`config.mk`:
```
export PLATFORM = sky130hd
export DESIGN_NAME = snoop_responder
export DESIGN_NICKNAME = d
export VERILOG_FILES = /design/src/rtl/coh_pkg.sv /design/src/rtl/snoop_line_store.sv /design/src/rtl/snoop_responder.sv
export SDC_FILE = /design/constraint.sdc
export NUM_CORES = 1
export LEC_CHECK = 0
export BUFFER_PORTS_ARGS = -buffer_cell sky130_fd_sc_hd__buf_2
export CELL_PAD_IN_SITES_DETAIL_PLACEMENT = 2
export CELL_PAD_IN_SITES_GLOBAL_PLACEMENT = 2
export CORE_MARGIN = 2
export CORE_UTILIZATION = 40
export CTS_CLUSTER_DIAMETER = 80
export DETAILED_ROUTE_END_ITERATION = 16
export PLACE_DENSITY_LB_ADDON = 0.1
export SETUP_SLACK_MARGIN = 0.3
export SKIP_LAST_GASP = 1
export SLEW_MARGIN = 10
export SYNTH_ARGS = -nofsm -noshare
export SYNTH_HDL_FRONTEND = slang
export SYNTH_SLANG_ARGS = --single-unit
export TNS_END_PERCENT = 30
```
`constraint.sdc`:
```
create_clock -name clk -period 2.99 [get_ports clk]
set_input_delay 0.1495 -clock clk [delete_from_list [all_inputs] [get_ports clk]]
set_output_delay 0.1495 -clock clk [all_outputs]
set_load 0.05 [all_outputs]
```
`src/rtl/coh_pkg.sv`:
```
// Shared MSI coherence definitions: line states, bus/response codes and the
// snoop FSM state type, imported by both the processor-side and bus-side controllers.
package coh_pkg;

   typedef enum logic [1:0] {
      ST_INVALID   = 2'b00,
      ST_EXCLUSIVE = 2'b01,
      ST_SHARED    = 2'b10
   } line_state_t;

   localparam logic [2:0] MSG_EMPTY      = 3'b000;
   localparam logic [2:0] MSG_READ_MISS  = 3'b001;
   localparam logic [2:0] MSG_INVALIDATE = 3'b010;
   localparam logic [2:0] MSG_WRITE_MISS = 3'b011;

   localparam logic [2:0] RSP_WRITE_BACK_BLOCK       = 3'b100;
   localparam logic [2:0] RSP_WRITE_BACK_CACHE_BLOCK = 3'b101;

   typedef enum logic [1:0] {
      S_IDLE      = 2'b00,
      S_LOOKUP    = 2'b01,
      S_WRITEBACK = 2'b10
   } snoop_state_t;

   // Code 11 has no meaning in MSI; treat it as an empty line.
   function automatic line_state_t norm_state(input logic [1:0] code);
      line_state_t s;
      case (code)
         2'b01:   s = ST_EXCLUSIVE;
         2'b10:   s = ST_SHARED;
         default: s = ST_INVALID;
      endcase
      return s;
   endfunction

endpackage

```
`src/rtl/snoop_line_store.sv`:
```
// Direct-mapped tag/state store: CPU write port, snoop state-write port,
// a combinational CPU read of the state and a combinational lookup read.
module snoop_line_store
   import coh_pkg::*;
#(
   parameter int  NUM_LINES = 4,
   parameter int  TAG_W     = 8,
   localparam int IDX_W     = $clog2(NUM_LINES)
) (
   input  logic              clk,
   input  logic              rst_n,
   input  logic              cpu_we,
   input  logic [IDX_W-1:0]  cpu_idx,
   input  logic [TAG_W-1:0]  cpu_tag,
   input  line_state_t       cpu_state,
   input  logic              snp_we,
   input  logic [IDX_W-1:0]  snp_idx,
   input  line_state_t       snp_state,
   input  logic [IDX_W-1:0]  rd_idx,
   output logic [1:0]        rd_state,
   input  logic [IDX_W-1:0]  lk_idx,
   output line_state_t       lk_state,
   output logic [TAG_W-1:0]  lk_tag
);

   line_state_t      st_q  [NUM_LINES];
   logic [TAG_W-1:0] tag_q [NUM_LINES];

   // Snoop write is ordered last so it wins if both ever target the same line.
   always_ff @(posedge clk or negedge rst_n) begin
      if (!rst_n) begin
         for (int i = 0; i < NUM_LINES; i++) begin
            st_q[i]  <= ST_INVALID;
            tag_q[i] <= '0;
         end
      end else begin
         if (cpu_we) begin
            st_q[cpu_idx]  <= cpu_state;
            tag_q[cpu_idx] <= cpu_tag;
         end
         if (snp_we) begin
            st_q[snp_idx] <= snp_state;
         end
      end
   end

   assign rd_state = st_q[rd_idx];
   assign lk_state = st_q[lk_idx];
   assign lk_tag   = tag_q[lk_idx];

endmodule

```
`src/rtl/snoop_responder.sv`:
```
// Bus-side MSI snoop responder: reacts to remote read/write misses and invalidates.
// Optional SNOOP_STATS_EN adds saturating hit and write-back counters.
//
// state     | meaning
// IDLE      | ready for a bus message; message/address latched on accept
// LOOKUP    | one cycle: compare latched tag with the store, decide outcome
// WRITEBACK | owned line being flushed; wait for wb_ready, then apply new state
module snoop_responder
   import coh_pkg::*;
#(
   parameter int  NUM_LINES = 4,
   parameter int  TAG_W     = 8,
   localparam int IDX_W     = $clog2(NUM_LINES),
   localparam int ADDR_W    = TAG_W + IDX_W
) (
   input  logic              clk,
   input  logic              rst_n,
   input  logic              bus_valid,
   output logic              bus_ready,
   input  logic [2:0]        bus_msg,
   input  logic [ADDR_W-1:0] bus_addr,
   output logic              snoop_done,
   output logic              abort_mem,
   output logic              wb_valid,
   input  logic              wb_ready,
   output logic [ADDR_W-1:0] wb_addr,
   input  logic              cpu_upd_valid,
   output logic              cpu_upd_ready,
   input  logic [IDX_W-1:0]  cpu_upd_idx,
   input  logic [TAG_W-1:0]  cpu_upd_tag,
   input  logic [1:0]        cpu_upd_state,
   input  logic [IDX_W-1:0]  cpu_rd_idx,
   output logic [1:0]        cpu_rd_state,
`ifdef SNOOP_STATS_EN
   output logic [15:0]       stat_hits,
   output logic [15:0]       stat_wbs,
`endif
   output logic              proto_err
);

   snoop_state_t     state_q, state_d;
   logic [2:0]       lat_msg;
   logic [TAG_W-1:0] lat_tag;
   logic [IDX_W-1:0] lat_idx;
   line_state_t      pend_q, pend_d;
   logic [ADDR_W-1:0] wb_addr_q;
   logic             proto_q;

   logic             latch;
   logic             go_wb;
   logic             set_err;
   logic             snp_we;
   line_state_t      snp_state;
   line_state_t      lk_state;
   logic [TAG_W-1:0] lk_tag;
   logic             hit;
   logic             msg_valid;
   logic             cpu_we;

   assign cpu_upd_ready = !(state_q != S_IDLE && cpu_upd_idx == lat_idx);
   assign cpu_we        = cpu_upd_valid && cpu_upd_ready;

   snoop_line_store #(
      .NUM_LINES (NUM_LINES),
      .TAG_W     (TAG_W)
   ) u_store (
      .clk       (clk),
      .rst_n     (rst_n),
      .cpu_we    (cpu_we),
      .cpu_idx   (cpu_upd_idx),
      .cpu_tag   (cpu_upd_tag),
      .cpu_state (norm_state(cpu_upd_state)),
      .snp_we    (snp_we),
      .snp_idx   (lat_idx),
      .snp_state (snp_state),
      .rd_idx    (cpu_rd_idx),
      .rd_state  (cpu_rd_state),
      .lk_idx    (lat_idx),
      .lk_state  (lk_state),
      .lk_tag    (lk_tag)
   );

   assign hit       = (lk_state != ST_INVALID) && (lk_tag == lat_tag);
   assign msg_valid = (lat_msg == MSG_READ_MISS) || (lat_msg == MSG_INVALIDATE) ||
                      (lat_msg == MSG_WRITE_MISS);

   always_ff @(posedge clk or negedge rst_n) begin
      if (!rst_n) begin
         state_q   <= S_IDLE;
         lat_msg   <= MSG_EMPTY;
         lat_tag   <= '0;
         lat_idx   <= '0;
         pend_q    <= ST_INVALID;
         wb_addr_q <= '0;
         proto_q   <= 1'b0;
      end else begin
         state_q <= state_d;
         pend_q  <= pend_d;
         if (latch) begin
            lat_msg <= bus_msg;
            lat_tag <= bus_addr[ADDR_W-1:IDX_W];
            lat_idx <= bus_addr[IDX_W-1:0];
         end
         if (go_wb) begin
            wb_addr_q <= {lat_tag, lat_idx};
         end
         if (set_err) begin
            proto_q <= 1'b1;
         end
      end
   end

   always_comb begin
      state_d    = state_q;
      pend_d     = pend_q;
      bus_ready  = 1'b0;
      snoop_done = 1'b0;
      abort_mem  = 1'b0;
      wb_valid   = 1'b0;
      latch      = 1'b0;
      go_wb      = 1'b0;
      set_err    = 1'b0;
      snp_we     = 1'b0;
      snp_state  = ST_INVALID;
      case (state_q)
         S_IDLE: begin
            bus_ready = 1'b1;
            if (bus_valid) begin
               latch   = 1'b1;
               state_d = S_LOOKUP;
            end
         end
         S_LOOKUP: begin
            state_d = S_IDLE;
            if (!hit || !msg_valid) begin
               snoop_done = 1'b1;
            end else if (lk_state == ST_SHARED) begin
               snoop_done = 1'b1;
               snp_we     = (lat_msg != MSG_READ_MISS);
            end else if (lat_msg == MSG_INVALIDATE) begin
               // Another cache cannot hold a copy of a line we own exclusively.
               set_err    = 1'b1;
               snp_we     = 1'b1;
               snoop_done = 1'b1;
            end else begin
               abort_mem = 1'b1;
               go_wb     = 1'b1;
               pend_d    = (lat_msg == MSG_READ_MISS) ? ST_SHARED : ST_INVALID;
               state_d   = S_WRITEBACK;
            end
         end
         S_WRITEBACK: begin
            wb_valid = 1'b1;
            if (wb_ready) begin
               snp_we     = 1'b1;
               snp_state  = pend_q;
               snoop_done = 1'b1;
               state_d    = S_IDLE;
            end
         end
         default: state_d = S_IDLE;
      endcase
   end

   assign wb_addr   = wb_addr_q;
   assign proto_err = proto_q;

`ifdef SNOOP_STATS_EN
   always_ff @(posedge clk or negedge rst_n) begin
      if (!rst_n) begin
         stat_hits <= '0;
         stat_wbs  <= '0;
      end else begin
         if (state_q == S_LOOKUP && hit && stat_hits != 16'hFFFF) begin
            stat_hits <= stat_hits + 16'd1;
         end
         if (state_q == S_WRITEBACK && wb_ready && stat_wbs != 16'hFFFF) begin
            stat_wbs <= stat_wbs + 16'd1;
         end
      end
   end
`endif

endmodule

```
==> impl_metrics.tcl <==
set metrics [dict create \
    status "finished clean" \
    wl_per_cell_microns 21.7 \
    path_class "flop to output port" \
    place_ws_ps 184 \
    fin_hold_ws_ps 41.7 \
    ys_types 44 \
    min_period_over_period_pct 95.8 \
    hold_path_class "primary input to flop" \
    wirelength_microns 9200 \
    finalMaxSlewViolations 0 \
    min-delay-start "bus_addr[3]" \
    critPathCaptureType "output port" \
    dp_hpwl_microns 6540 \
    grtUsageTotal_pct 22.0 \
    power_density_nw_per_um2 911 \
    crit_family "compound AO/OA/AOI/OAI gates" \
    core.rowCount 33 \
    grt_setup_unrepaired "yes" \
    grt_pass1_wl_microns 14700 \
    grt_pass1_vias 2656 \
    synth_top_flop_cell "dfrtp_1" \
    p_leak_uw 0.00186 \
    cts.sinks 67 \
    clk_pin_slew_ps 70 \
    io_buffers 49 \
    final_util_pct 50.2 \
    die_height_microns 96.0 \
    layout_common_cells "dfrtp_1 (66), mux2_2 (50), buf_2 (47)" \
    cts_buffer_depth 2 \
    ys_warn_count 0 \
    hold_violations 0 \
    cts-buffers-inserted 9 \
    overflow 0 \
    reg2reg_from "lat_idx[0]" \
    reg2reg_depth 8 \
    slowest_stage "mux4_2" \
    required_ps 2840 \
    first_pass_iters 4 \
    async_flop_share_pct 100 \
    mostFrequentLayoutCell "dfrtp_1" \
    max_freq_ghz 0.349 \
    synthCells 241 \
    synth-seq-cells 67 \
    min_period_ps 2870 \
    grt_max_degree 41 \
    drive_above_1_share_pct 48.4 \
    gr-usage-met2_pct 38.7 \
    diodes 0 \
    r2r_slack_ps 130 \
    max_stage_delay_ps 520 \
    crit_cells 7 \
    path_cells "mux4_2 -> xor2_1 -> or4_4 -> a2111oi_4 -> a31oi_1 -> o21a_1 -> buf_6" \
    cp.buffers_inverters 1 \
    drt-vias-per-instance 5.46 \
    peakVddDrop_uv 358 \
    finalNonFillerCells 423 \
    clk_latency_ps 340 \
    worstPathArrival_ps 2720 \
    grtUsageMet3_pct 5.25 \
    hold_end "lat_tag[1]" \
    initial_core_util_pct 41.2 \
    tightest_slew_ps 940 \
    hold_depth 2 \
    fin_skew_ps 11.8 \
    synth_area_sq_um 3380 \
    max_cap_violations 0 \
    top_usage_layer "met2" \
    drc_errors 0 \
    setup_ws_ps 125 \
    postSynthAreaPerCell_sq_um 14.0 \
    fp.dieW_microns 96.0 \
    gr-usage-met1_pct 27.4 \
    synth-edff-count 0 \
    dp_cells 401 \
    synth_fp_nets 276 \
    critPathLaunchType "flop" \
    io_pins 50 \
    drtIter0Drc 54 \
    postRouteAntennaNets 0 \
    core_sq_um 8220 \
    r2r_end "wb_addr[5]" \
    seq_area_frac_synth_pct 49.5 \
    num_vias 2309 \
    nets 350 \
    tns_ps 0 \
    worst_slew_margin_rel_pct 37.3 \
    globalplace.congestion 0.800 \
    critPathMaxFanout 5 \
    ctsHtreeMaxLevel 3 \
    antenna_found_initial 0 \
    cts_tree "yes" \
    dieArea_sq_um 9210 \
    clockRootBuffer "clkbuf_8" \
    syn_to_final_growth_pct 21.8 \
    finalSetupViolCount 0 \
]
## synthesized netlist by cell type (3+ instances only)
library cell	count	area (sq um)
dfrtp_1	67	1680
mux2_2	50	563
mux2i_1	10	100
inv_1	9	33.8
mux2_4	9	135
xnor2_1	9	78.8
nor2_1	8	30.0
mux4_1	7	184
a21oi_1	6	30.0
nand2_1	5	18.8
nand3_1	5	25.0
a21boi_0	4	30.0
nand2b_1	4	25.0
a221o_1	3	30.0
a31oi_1	3	18.8
ha_1	3	37.5
mux4_2	3	67.6
nor2b_1	3	18.8
xor2_1	3	26.3
## through the flow
stage          instance area [sq um]  total power, uW
2_1_floorplan                   3390             2520
3_3_place_gp                    3820             2900
3_5_place_dp                    3820             2970
4_1_cts                         4110             3770
5_1_grt                         4120             4000
6_report                        4120             3760
## where the power goes
| group | internal, uW | total, uW | switching (uW) |
|---|---|---|---|
| registers | 1190 | 1460 | 269 |
| logic | 763 | 1560 | 798 |
| clock network | 397 | 732 | 335 |
## per-layer routing
layer | vias to the layer above | share of wire [%] | routed length, microns
met2 | 33 | 53 | 4850
li1 | 1046 | - | -
met3 | 6 | 2.4 | 220
met5 | - | 0 | 0
met1 | 1224 | 44 | 4070
met4 | 0 | 0.71 | 65
## sequential cells by signal, summed over array words and instances, names as in the netlist
| name | cells |
|---|---|
| lat_idx | 2 |
| proto_err | 1 |
| pend_q | 1 |
| u_store.tag_q | 32 |
| state_q | 2 |
| lat_tag | 8 |
| lat_msg | 3 |
| u_store.st_q | 8 |
| wb_addr | 10 |
## cell type report
cell class                 count  area [sq um]
clock inverter                 3          40.0
sequential                    67          1680
tap                          105           131
fill                         839          4090
multi-input combinational    158          1650
timing repair buffer          70           445
inverter                       9          33.8
clock buffer                  11           141
## logic make-up (layout without fill, tap and decap cells)
| logic type | count (synthesis) | after routing | synth area share (%) |
|---|---|---|---|
| buffers and inverters | 16 | 93 | 2.40 |
| adder cells (fa/ha/maj) | 3 | 3 | 1.11 |
| flip-flops | 67 | 67 | 49.5 |
| AND/OR/NAND/NOR | 37 | 37 | 6.21 |
| multiplexers | 79 | 79 | 31.0 |
| XOR/XNOR | 12 | 12 | 3.11 |
| AO/OA/AOI/OAI | 27 | 27 | 6.62 |
## worst max path at each step
stage	start	end	slack, ps
detailed placement	lat_idx[0]	wb_addr[5]	180
global route	lat_idx[0]	snoop_done	-9
finish	lat_idx[0]	snoop_done	120
global placement	lat_idx[0]	wb_addr[2]	250
floorplan	state_q[0]	u_store.st_q[7]	40
CTS	lat_idx[0]	wb_addr[0]	60
## what timing repair did
| action | CTS | global route |
|---|---|---|
| pin swaps | 3 | 3 |
| endpoints found under the hold margin | 38 | 0 |
| gates resized for setup | 7 | 4 |
| cloned | 1 | 0 |
| hold buffers | 1 | 0 |
| buffers inserted | 5 | 1 |
| endpoints found under the setup margin | 17 | 23 |
No activity file was read; power rests on OpenSTA's default activity.
